File: config.mk
export PLATFORM = sky130hd
export DESIGN_NAME = seq_shifter
export DESIGN_NICKNAME = d
export VERILOG_FILES = /design/src/rtl/seq_shifter_pkg.sv /design/src/rtl/seq_shifter_shift_step.sv /design/src/rtl/seq_shifter.sv
export SDC_FILE = /design/constraint.sdc
export NUM_CORES = 1
export LEC_CHECK = 0
export ABC_AREA = 1
export CAP_MARGIN = 20
export CORE_MARGIN = 2
export CORE_UTILIZATION = 35
export DETAILED_ROUTE_END_ITERATION = 8
export PLACE_DENSITY = 0.58
export SYNTH_ARGS = -nofsm -noshare
export SYNTH_HDL_FRONTEND = slang
export SYNTH_SLANG_ARGS = --single-unit
File: constraint.sdc
create_clock -name clk -period 2.9 [get_ports clk]
set_clock_uncertainty 0.1 [all_clocks]
set_input_delay 0.29 -clock clk [delete_from_list [all_inputs] [get_ports clk]]
set_output_delay 0.29 -clock clk [all_outputs]
set_load 0.05 [all_outputs]
File: src/rtl/seq_shifter_pkg.sv
// Shared definitions for the multicycle shifter: shift-mode and FSM state encodings.
package seq_shifter_pkg;

  // Shift modes as presented on the mode input
  typedef enum logic [1:0] {
    SH_SLL = 2'b00,
    SH_SRL = 2'b01,
    SH_SRA = 2'b10,
    SH_ROL = 2'b11
  } sh_mode_e;

  // Control FSM states
  typedef enum logic [1:0] {
    ST_IDLE  = 2'b00,
    ST_SHIFT = 2'b01,
    ST_DONE  = 2'b10
  } state_e;

endpackage

File: src/rtl/seq_shifter_shift_step.sv
// Combinational single-step shifter: shifts data by k (0..STEP) in the given mode
// and reports the last bit shifted out (for ROL, the last bit wrapped into bit 0).
module shift_step
  import seq_shifter_pkg::*;
#(
  parameter  int WIDTH = 16,
  parameter  int STEP  = 1,
  localparam int KW    = $clog2(STEP + 1)
) (
  input  logic [WIDTH-1:0] data,
  input  logic [KW-1:0]    k,
  input  sh_mode_e         mode,
  output logic [WIDTH-1:0] shifted,
  output logic             out_bit
);

  // One branch per legal step size; k=0 passes data through untouched.
  // out_bit is taken from a pre-shift by j-1 so every bit select is constant.
  always_comb begin
    logic [WIDTH-1:0] part;
    shifted = data;
    out_bit = 1'b0;
    part    = '0;
    for (int j = 1; j <= STEP; j++) begin
      if (k == KW'(j)) begin
        unique case (mode)
          SH_SLL: begin
            shifted = data << j;
            part    = data << (j - 1);
            out_bit = part[WIDTH-1];
          end
          SH_SRL: begin
            shifted = data >> j;
            part    = data >> (j - 1);
            out_bit = part[0];
          end
          SH_SRA: begin
            shifted = $unsigned($signed(data) >>> j);
            part    = data >> (j - 1);
            out_bit = part[0];
          end
          SH_ROL: begin
            shifted = (data << j) | (data >> (WIDTH - j));
            part    = data << (j - 1);
            out_bit = part[WIDTH-1];
          end
        endcase
      end
    end
  end

endmodule

File: src/rtl/seq_shifter.sv
// Multicycle shifter: STEP bits per clock under a start/done handshake.
// Holds the control FSM, remaining-shift counter and result registers.
module seq_shifter
  import seq_shifter_pkg::*;
#(
  parameter  int WIDTH   = 16,
  parameter  int STEP    = 1,
  localparam int SHAMT_W = $clog2(WIDTH)
) (
  input  logic               clk,
  input  logic               rst_n,
  input  logic               start,
  input  logic [1:0]         mode,
  input  logic [WIDTH-1:0]   a,
  input  logic [SHAMT_W-1:0] shamt,
  output logic               ready,
  output logic               busy,
  output logic               done,
  output logic [WIDTH-1:0]   y,
  output logic               carry
);

  localparam int KW = $clog2(STEP + 1);

  state_e             state_q, state_d;
  sh_mode_e           mode_q, mode_d;
  logic [WIDTH-1:0]   y_q, y_d;
  logic               carry_q, carry_d;
  logic [SHAMT_W-1:0] rem_q, rem_d;

  logic [KW-1:0]      k;
  logic [WIDTH-1:0]   step_y;
  logic               step_bit;

  // Step size this cycle: min(STEP, rem). When STEP >= WIDTH, rem is always smaller.
  always_comb begin
    k = KW'(rem_q);
    if (STEP < WIDTH) begin
      if (rem_q >= SHAMT_W'(STEP)) k = KW'(STEP);
    end
  end

  shift_step #(
    .WIDTH (WIDTH),
    .STEP  (STEP)
  ) u_step (
    .data    (y_q),
    .k       (k),
    .mode    (mode_q),
    .shifted (step_y),
    .out_bit (step_bit)
  );

  // Next-state logic: accept in IDLE/DONE, shift in SHIFT, single DONE cycle
  always_comb begin
    state_d = state_q;
    mode_d  = mode_q;
    y_d     = y_q;
    carry_d = carry_q;
    rem_d   = rem_q;
    unique case (state_q)
      ST_IDLE, ST_DONE: begin
        if (start) begin
          y_d     = a;
          mode_d  = sh_mode_e'(mode);
          rem_d   = shamt;
          carry_d = 1'b0;
          state_d = ST_SHIFT;
        end else if (state_q == ST_DONE) begin
          state_d = ST_IDLE;
        end
      end
      ST_SHIFT: begin
        if (rem_q == '0) begin
          state_d = ST_DONE;
        end else begin
          y_d     = step_y;
          carry_d = step_bit;
          rem_d   = rem_q - SHAMT_W'(k);
          if (rem_d == '0) state_d = ST_DONE;
        end
      end
      default: state_d = ST_IDLE;
    endcase
  end

  // State and datapath registers; reset discards any in-flight operation
  always_ff @(posedge clk or negedge rst_n) begin
    if (!rst_n) begin
      state_q <= ST_IDLE;
      mode_q  <= SH_SLL;
      y_q     <= '0;
      carry_q <= 1'b0;
      rem_q   <= '0;
    end else begin
      state_q <= state_d;
      mode_q  <= mode_d;
      y_q     <= y_d;
      carry_q <= carry_d;
      rem_q   <= rem_d;
    end
  end

  assign ready = (state_q == ST_IDLE) || (state_q == ST_DONE);
  assign busy  = (state_q == ST_SHIFT);
  assign done  = (state_q == ST_DONE);
  assign y     = y_q;
  assign carry = carry_q;

endmodule

==> impl_metrics.py, run 1 <==
metrics = {
    "synthesis": {
        "synth_top_area_cell": "dfrtp_1",
        "synth_async_sr_flop_share": 1.00,
        "syn_avg_cell_area_um2": 6.63,
        "synth_adder_area_share": 0.0368,
        "synth.area.top_cells": "dfrtp_1, nand2_1, nand3_1",
        "yosysSeqAreaShare": 0.368,
        "synth_xor_area_frac": 0,
        "yosys-top-cells-count": "nand2_1, nand3_1, inv_1, dfrtp_1, nor2_1",
        "synth_compound_area_frac": 0.0280,
        "syn_area_um2": 1700,
        "muxShareOfSynthArea": 0,
        "synth_top_area_frac": 0.368,
        "synth_cell_types": 18,
        "synth-edff-count": 0,
        "synth_simple_gate_area_frac": 0.462,
        "synth_top_family_by_area": "simple AND/OR/NAND/NOR gates",
        "ys_warn_count": 0,
        "synth_ff_type": "dfrtp_1",
        "syn_nets": 286,
        "postSynthCellCount": 256,
        "ys_ff_latch": 25,
        "synth.most_common_cell": "nand2_1",
    },
    "global_routing": {
        "track_usage": 0.177,
        "grt_pass1_vias": 1662,
        "grt_first_pass_wirelength_mm": 7.50,
        "antenna_found_initial": 0,
        "grt_overflow": 0,
        "grt_max_degree": 36,
    },
    "finish": {
        "fin_nets": 327,
        "drive_gt1_frac": 0.0777,
        "antenna_cells": 0,
        "fin_area_um2": 2220,
        "syn2layout_area_growth_pct": 30.5,
        "finalNonFillerCells": 350,
        "fillerInstances": 503,
    },
    "die": {
        "fp-row-count": 25,
        "die_h_um": 73.7,
        "core_um2": 4690,
        "dieWidth_um": 73.7,
        "io_pins": 45,
        "dieArea_um2": 5420,
        "start_util": 0.362,
    },
    "status": {
        "status": "complete, no violations",
    },
    "sta": {
        "clock.fmax_ghz": 0.471,
        "min_period_ns": 2.12,
        "slew_headroom": 0.662,
        "finalCritPeriodShare": 0.732,
        "tns_ns": 0,
        "hold_viol": 0,
        "rsz0062_at_grt": "no",
        "finalMaxSlewViolations": 0,
        "setup_viol": 0,
        "worst_slew_pin_slew_ns": 0.505,
        "whs_ns": 0.286,
        "layout_setup_ws_ns": 0.777,
    },
    "critical_path": {
        "cp.required_ns": 2.51,
        "endpoint_kind": "output port",
        "cp.arrival_ns": 1.73,
        "path_class": "reg2out",
        "max_stage_delay_ns": 0.80,
        "worstPathCellList": "inv_1 > nor2_1 > clkdlybuf4s50_1",
        "critPathSlowestCell": "clkdlybuf4s50_1",
        "start_kind": "flip-flop",
        "crit_fanout": 3,
    },
    "place": {
        "numPortBuffers": 44,
        "dp_hpwl_mm": 3.00,
        "placed_cells": 346,
        "gp_congestion": 0.805,
        "place_area_um2": 2170,
        "place_ws_ns": 1.06,
    },
    "hold_path": {
        "hold_class": "in2async",
    },
    "clocking": {
        "cts_tree": "done",
        "clk_pin_slew_ns": 0.09,
        "post_cts_buffers": 0,
        "numCtsBuffers": 3,
        "clk_path_buf_depth": 2,
        "hold_buffers": 0,
        "clk_latency_ns": 0.27,
        "clock_sinks": 25,
        "cts_resized": 0,
        "ctsHtreeMaxLevel": 1,
        "root_buffer": "clkbuf_8",
    },
    "flow_run": {
        "maxCapViolCount": 0,
    },
    "drt": {
        "ant_nets": 0,
        "firstDrtPassIters": 4,
        "viasPerCell": 4.86,
        "drc": 0,
        "wire_per_inst_um": 12.7,
        "num_vias": 1702,
        "totalWireLength_mm": 4.44,
        "drtIter0Drc": 97,
    },
    "power_and_ir_drop": {
        "leakagePower_nw": 1.12,
        "power_density_nw_per_um2": 1350,
        "peakVddDrop_uv": 408,
    },
}
path summary, 6_finish.rpt:
check                            from  endpoint  slack, ns  cells after the start
setup / recovery           state_q[1]      done       0.78                      3
max in group asynchronous       rst_n     y[14]       2.16                      2
hold / removal                  rst_n      y[0]       0.29                      2
hold reg to reg                 carry     carry       0.43                      2
setup reg to reg            mode_q[0]     y[14]       1.06                      9
min in group clk                carry     carry       0.43                      2
metrics by stage:
stage	total power [mW]	util
2_1_floorplan	2.24	-
3_3_place_gp	2.78	0.463
3_5_place_dp	2.80	0.463
4_1_cts	3.03	0.472
5_1_grt	3.28	0.472
6_report	3.00	0.472
sequential cells by signal, summed over array words and instances (netlist names):
register  flops
mode_q        2
state_q       2
carry         1
y            16
rem_q         4
kinds of logic after synthesis:
logic type	Yosys count
adders and majority gates	5
AOI/OAI and AO/OA	9
DFF	25
and+or+nand+nor	176
buffers and inverters	41
critical path: cells and delay by family (launching register included):
family / cells / cell delay (ns)
AND/OR/NAND/NOR: 1 / 0.10
flip-flops: 1 / 0.47
buffers and inverters: 2 / 0.89
report_power, final:
part	total [mW]	internal, mW	switching, mW
registers	0.707	0.527	0.181
logic	2.07	0.703	1.37
clock network	0.217	0.0985	0.119
total	3.00	1.33	1.67
layer usage:
metal,vias up,GRT usage,wire length (um)
met2,39,0.305,2050
met1,778,0.233,2180
li1,881,-,-
met4,0,0.0444,33
met3,4,0.0219,171
met5,-,0,0
layout by cell type (no fill, tap or decap):
cell type / instances
clkbuf_1: 1
nand2_1: 82
a21oi_1: 4
inv_2: 1
o21ai_0: 3
clkbuf_8: 3
nand3_1: 54
clkdlybuf4s50_1: 44
o21a_1: 1
or2_2: 12
ha_1: 5
nor2_1: 23
nand2_2: 1
or2_1: 3
o21ai_1: 1
nor2_8: 1
inv_1: 27
buf_4: 5
dfrtp_1: 25
layout make-up:
type | instances | area, um^2 | share of cell area
multi-input combinational | 190 | 895 | 0.404
sequential | 25 | 626 | 0.282
timing repair buffer | 49 | 478 | 0.216
inverter | 28 | 105 | 0.0474
tap | 54 | 67.6 | 0.0305
clock buffer | 4 | 45.0 | 0.0203
Power figures use the tool's default switching activity.
==> run 2: changes to the inputs <==
Settings changed: PLACE_DENSITY 0.58 to 0.6.
Clock period 2.9 ns to 1.95 ns, I/O delays scaled along.
==> run 2 against run 1 <==
  * Combinational power is 52% higher
  * Non-clock buffer count unchanged
  * Sequential share of layout area decreased by 0.28 points
  * Largest power group unchanged
  * Worst hold slack worse by 0.098 ns
  * Cell area rose by 1.0%
  * Sequential power is 50% higher
==> impl_metrics.py, run 2 (synthesis results as in run 1) <==
metrics = {
    "place": {
        "dp_hpwl_mm": 3.01,
        "gp_congestion": 0.845,
        "numPortBuffers": 44,
    },
    "drt": {
        "drtIter0Drc": 109,
        "firstDrtPassIters": 4,
        "ant_nets": 0,
        "viasPerCell": 4.84,
        "drc": 0,
        "totalWireLength_mm": 4.41,
        "wire_per_inst_um": 12.6,
        "num_vias": 1695,
    },
    "finish": {
        "fillerInstances": 494,
        "final_common_cell": "nand2_1",
        "largest_register_ff_count": 16,
        "fin_nets": 327,
        "final_cell_mix": "nand2_1, nand3_1, clkdlybuf4s50_1, inv_1, dfrtp_1",
        "antenna_cells": 0,
        "drive_gt1_frac": 0.0878,
        "syn2layout_area_growth_pct": 31.8,
    },
    "sta": {
        "tns_ns": 0,
        "whs_ns": 0.188,
        "min_period_ns": 1.85,
        "setup_viol": 0,
        "rsz0062_at_grt": "no",
        "clock.fmax_ghz": 0.541,
        "finalMaxSlewViolations": 0,
        "hold_viol": 0,
        "slew_headroom": 0.654,
        "worst_slew_pin_slew_ns": 0.517,
        "finalCritPeriodShare": 0.949,
    },
    "power_and_ir_drop": {
        "leakagePower_nw": 1.14,
        "p_int_mw": 2.03,
        "power_density_nw_per_um2": 2030,
        "seq_power_share": 0.234,
        "pwr-share-clk": 0.072,
        "netSwitchingFraction": 0.552,
        "peakVddDrop_uv": 842,
        "pwr-share-comb": 0.694,
        "p_sw_mw": 2.50,
    },
    "critical_path": {
        "endpoint_kind": "output port",
        "worstPathCellList": "clkdlybuf4s50_1",
        "critPathSlowestCell": "clkdlybuf4s50_1",
        "path_class": "reg2out",
        "cp.required_ns": 1.65,
        "cp.arrival_ns": 1.56,
        "max_stage_delay_ns": 0.83,
        "crit_fanout": 5,
        "crit_family": "buffers and inverters",
        "start_kind": "flip-flop",
        "crit_buf_inv": 1,
    },
    "die": {
        "dieArea_um2": 5420,
        "dieWidth_um": 73.7,
        "io_pins": 45,
        "core_um2": 4690,
        "fp-row-count": 25,
        "die_h_um": 73.7,
        "start_util": 0.362,
    },
    "status": {
        "status": "complete, no violations",
    },
    "global_routing": {
        "antenna_found_initial": 0,
        "grt_overflow": 0,
        "grt_pass1_vias": 1585,
        "grt_max_degree": 26,
        "track_usage": 0.174,
        "grt_first_pass_wirelength_mm": 7.38,
    },
    "clocking": {
        "root_buffer": "clkbuf_8",
        "numCtsBuffers": 3,
        "clk_path_buf_depth": 2,
        "clk_pin_slew_ns": 0.09,
        "clock_sinks": 25,
        "clk_latency_ns": 0.28,
        "cts_tree": "done",
        "ctsHtreeMaxLevel": 1,
    },
    "flow_run": {
        "maxCapViolCount": 0,
    },
    "hold_path": {
        "hold_class": "in2async",
    },
}
-- run 2: cell count changes in the layout (fill, tap and decap cells not counted), sizes merged --
| cell | change |
|---|---|
| buf | +3 |
| clkdlybuf4s50 | -3 |
-- run 2: final cells by class --
class,instances,area (um^2),area share
sequential,25,626,0.279
inverter,28,105,0.0470
multi-input combinational,190,900,0.402
timing repair buffer,49,495,0.221
clock buffer,4,45.0,0.0201
tap,54,67.6,0.0302
-- run 2: power by group through the flow --
stage                     combinational [mW]  sequential, mW  clock [mW]
after CTS                               3.16            1.06       0.334
after detailed placement                3.15            1.06           0
after global routing                    3.51            1.10       0.353
after global placement                  3.12            1.07           0
after floorplan                         1.75            1.58           0
final                                   3.15            1.06       0.327
-- run 2: final timing paths --
| kind | startpoint | to | slack (ns) | depth (start not counted) |
|---|---|---|---|---|
| setup / recovery | y[1] | y[1] | 0.1 | 1 |
| hold reg to reg | carry | carry | 0.44 | 2 |
| max in group asynchronous | rst_n | y[8] | 1.31 | 2 |
| hold / removal | rst_n | carry | 0.19 | 2 |
| min in group clk | mode[1] | mode_q[1] | 0.39 | 3 |
| setup reg to reg | rem_q[0] | state_q[0] | 0.29 | 10 |
-- run 2: stage by stage --
stage / util / worst slack (ns) / instance area, um^2 / power, mW / cells
2_1_floorplan: - / 0.425 / 1700 / 3.33 / 256
3_3_place_gp: 0.466 / 0.273 / 2190 / 4.19 / 346
6_report: 0.477 / 0.100 / 2240 / 4.53 / 350
3_5_place_dp: 0.466 / 0.199 / 2190 / 4.21 / 346
4_1_cts: 0.476 / 0.0766 / 2230 / 4.55 / 350
5_1_grt: 0.477 / 0.0393 / 2240 / 4.96 / 350
-- run 2: repair_timing --
action                     4_1_cts  5_1_grt
gates resized for setup          0        1
setup buffers                    0        0
setup endpoints to repair        0        1
hold buffers                     0        0
-- run 2: layer usage --
metal,GRT usage,part of all wire,up-vias
met5,0,0,-
li1,-,-,875
met1,0.244,0.49,761
met3,0.0219,0.052,5
met2,0.283,0.45,54
met4,0.0424,0.010,0
==> run 3: changes to the inputs <==
Settings changed: CORE_MARGIN 2 to 5.
==> run 3 against run 2 <==
  * Sequential share of layout area down 0.25 points
  * Critical path depth stayed put
  * Critical endpoint unchanged
  * Worst setup slack better by 0.010 ns
==> impl_metrics.py, run 3 (synthesis results as in run 1) <==
metrics = {
    "critical_path": {
        "cp.required_ns": 1.65,
        "critPathSlowestCell": "clkdlybuf4s50_1",
        "worstPathCellList": "clkdlybuf4s50_1",
        "path_class": "reg2out",
        "start_kind": "flip-flop",
        "cp.arrival_ns": 1.54,
        "crit_fanout": 5,
        "crit_buf_inv": 1,
        "crit_family": "buffers and inverters",
        "max_stage_delay_ns": 0.84,
        "endpoint_kind": "output port",
    },
    "place": {
        "gp_congestion": 0.834,
        "numPortBuffers": 44,
        "placed_cells": 360,
        "dp_hpwl_mm": 3.13,
        "place_ws_ns": 0.322,
        "place_area_um2": 2210,
    },
    "die": {
        "io_pins": 45,
        "dieWidth_um": 79.7,
        "die_h_um": 79.7,
        "fp-row-count": 25,
        "core_um2": 4720,
        "dieArea_um2": 6340,
        "start_util": 0.359,
    },
    "power_and_ir_drop": {
        "peakVddDrop_uv": 651,
        "pwr-share-clk": 0.070,
        "pwr-share-comb": 0.697,
        "leakagePower_nw": 1.14,
        "p_sw_mw": 2.49,
        "netSwitchingFraction": 0.550,
        "power_density_nw_per_um2": 2010,
        "p_total_mw": 4.53,
        "seq_power_share": 0.233,
        "p_int_mw": 2.04,
    },
    "finish": {
        "syn2layout_area_growth_pct": 33.0,
        "final_cell_mix": "nand2_1, nand3_1, clkdlybuf4s50_1, inv_1, dfrtp_1",
        "largest_register_ff_count": 16,
        "final_common_cell": "nand2_1",
        "drive_gt1_frac": 0.0943,
        "antenna_cells": 0,
        "finalNonFillerCells": 364,
        "fillerInstances": 516,
        "fin_nets": 328,
        "finish.utilization": 0.478,
        "fin_area_um2": 2260,
    },
    "clocking": {
        "cts_resized": 0,
        "hold_buffers": 0,
        "ctsHtreeMaxLevel": 1,
        "root_buffer": "clkbuf_8",
        "clock_sinks": 25,
        "clk_latency_ns": 0.27,
        "post_cts_buffers": 0,
        "numCtsBuffers": 3,
        "clk_pin_slew_ns": 0.09,
        "cts_tree": "done",
        "clk_path_buf_depth": 2,
    },
    "global_routing": {
        "grtUsageMet3": 0.0361,
        "grt_pass1_vias": 1614,
        "antenna_found_initial": 0,
        "top_usage_layer": "met2",
        "grt_util_met2": 0.239,
        "met1_usage": 0.203,
        "track_usage": 0.149,
        "grt_max_degree": 26,
        "grt_first_pass_wirelength_mm": 7.53,
        "grt_overflow": 0,
    },
    "drt": {
        "drc": 0,
        "ant_nets": 0,
        "num_vias": 1684,
        "drtIter0Drc": 87,
        "wire_per_inst_um": 12.4,
        "viasPerCell": 4.63,
        "totalWireLength_mm": 4.50,
        "firstDrtPassIters": 4,
    },
    "flow_run": {
        "maxCapViolCount": 0,
    },
    "sta": {
        "worst_slew_pin_slew_ns": 0.525,
        "finalCritPeriodShare": 0.943,
        "hold_viol": 0,
        "whs_ns": 0.187,
        "clock.fmax_ghz": 0.544,
        "min_period_ns": 1.84,
        "finalMaxSlewViolations": 0,
        "slew_headroom": 0.649,
        "tns_ns": 0,
        "layout_setup_ws_ns": 0.110,
        "setup_viol": 0,
        "rsz0062_at_grt": "no",
    },
    "status": {
        "status": "complete, no violations",
    },
    "hold_path": {
        "hold_class": "in2async",
    },
}
## run 3: cell count changes in the layout (fill, tap and decap cells not counted)
cell / previous run / this run
clkbuf_1: 1 / 0
nand2_4: 1 / 0
nand2_2: 0 / 1
clkinv_2: 0 / 1
buf_4: 6 / 7
## run 3: per-layer routing
metal | part of all wire | vias to the layer above
li1 | - | 880
met1 | 0.48 | 744
met2 | 0.44 | 56
met3 | 0.074 | 4
met4 | 0.0089 | 0
met5 | 0 | -
## run 3: area by class of cell
class | instances | area (um^2) | share of cell area
clock inverter | 1 | 5.00 | 0.00222
multi-input combinational | 190 | 895 | 0.396
tap | 67 | 83.8 | 0.0371
sequential | 25 | 626 | 0.277
timing repair buffer | 50 | 503 | 0.223
inverter | 28 | 105 | 0.0465
clock buffer | 3 | 41.3 | 0.0183
## run 3: power groups by stage
stage	combinational [mW]	sequential [mW]	clock, mW
global route	3.54	1.09	0.350
global placement	3.17	1.07	0
finish	3.16	1.06	0.318
floorplan	1.75	1.58	0
detailed placement	3.19	1.07	0
CTS	3.19	1.06	0.333
## run 3: path summary, 6_finish.rpt
| check | startpoint | end | slack [ns] | cells past startpoint |
|---|---|---|---|---|
| worst max-delay path | y[1] | y[1] | 0.11 | 1 |
| worst min-delay path | rst_n | carry | 0.19 | 2 |
| worst max register to register | state_q[0] | rem_q[2] | 0.30 | 6 |
| worst min register to register | carry | carry | 0.43 | 2 |
| max in group asynchronous | rst_n | y[1] | 1.32 | 2 |
| min in group clk | mode[0] | mode_q[0] | 0.40 | 3 |
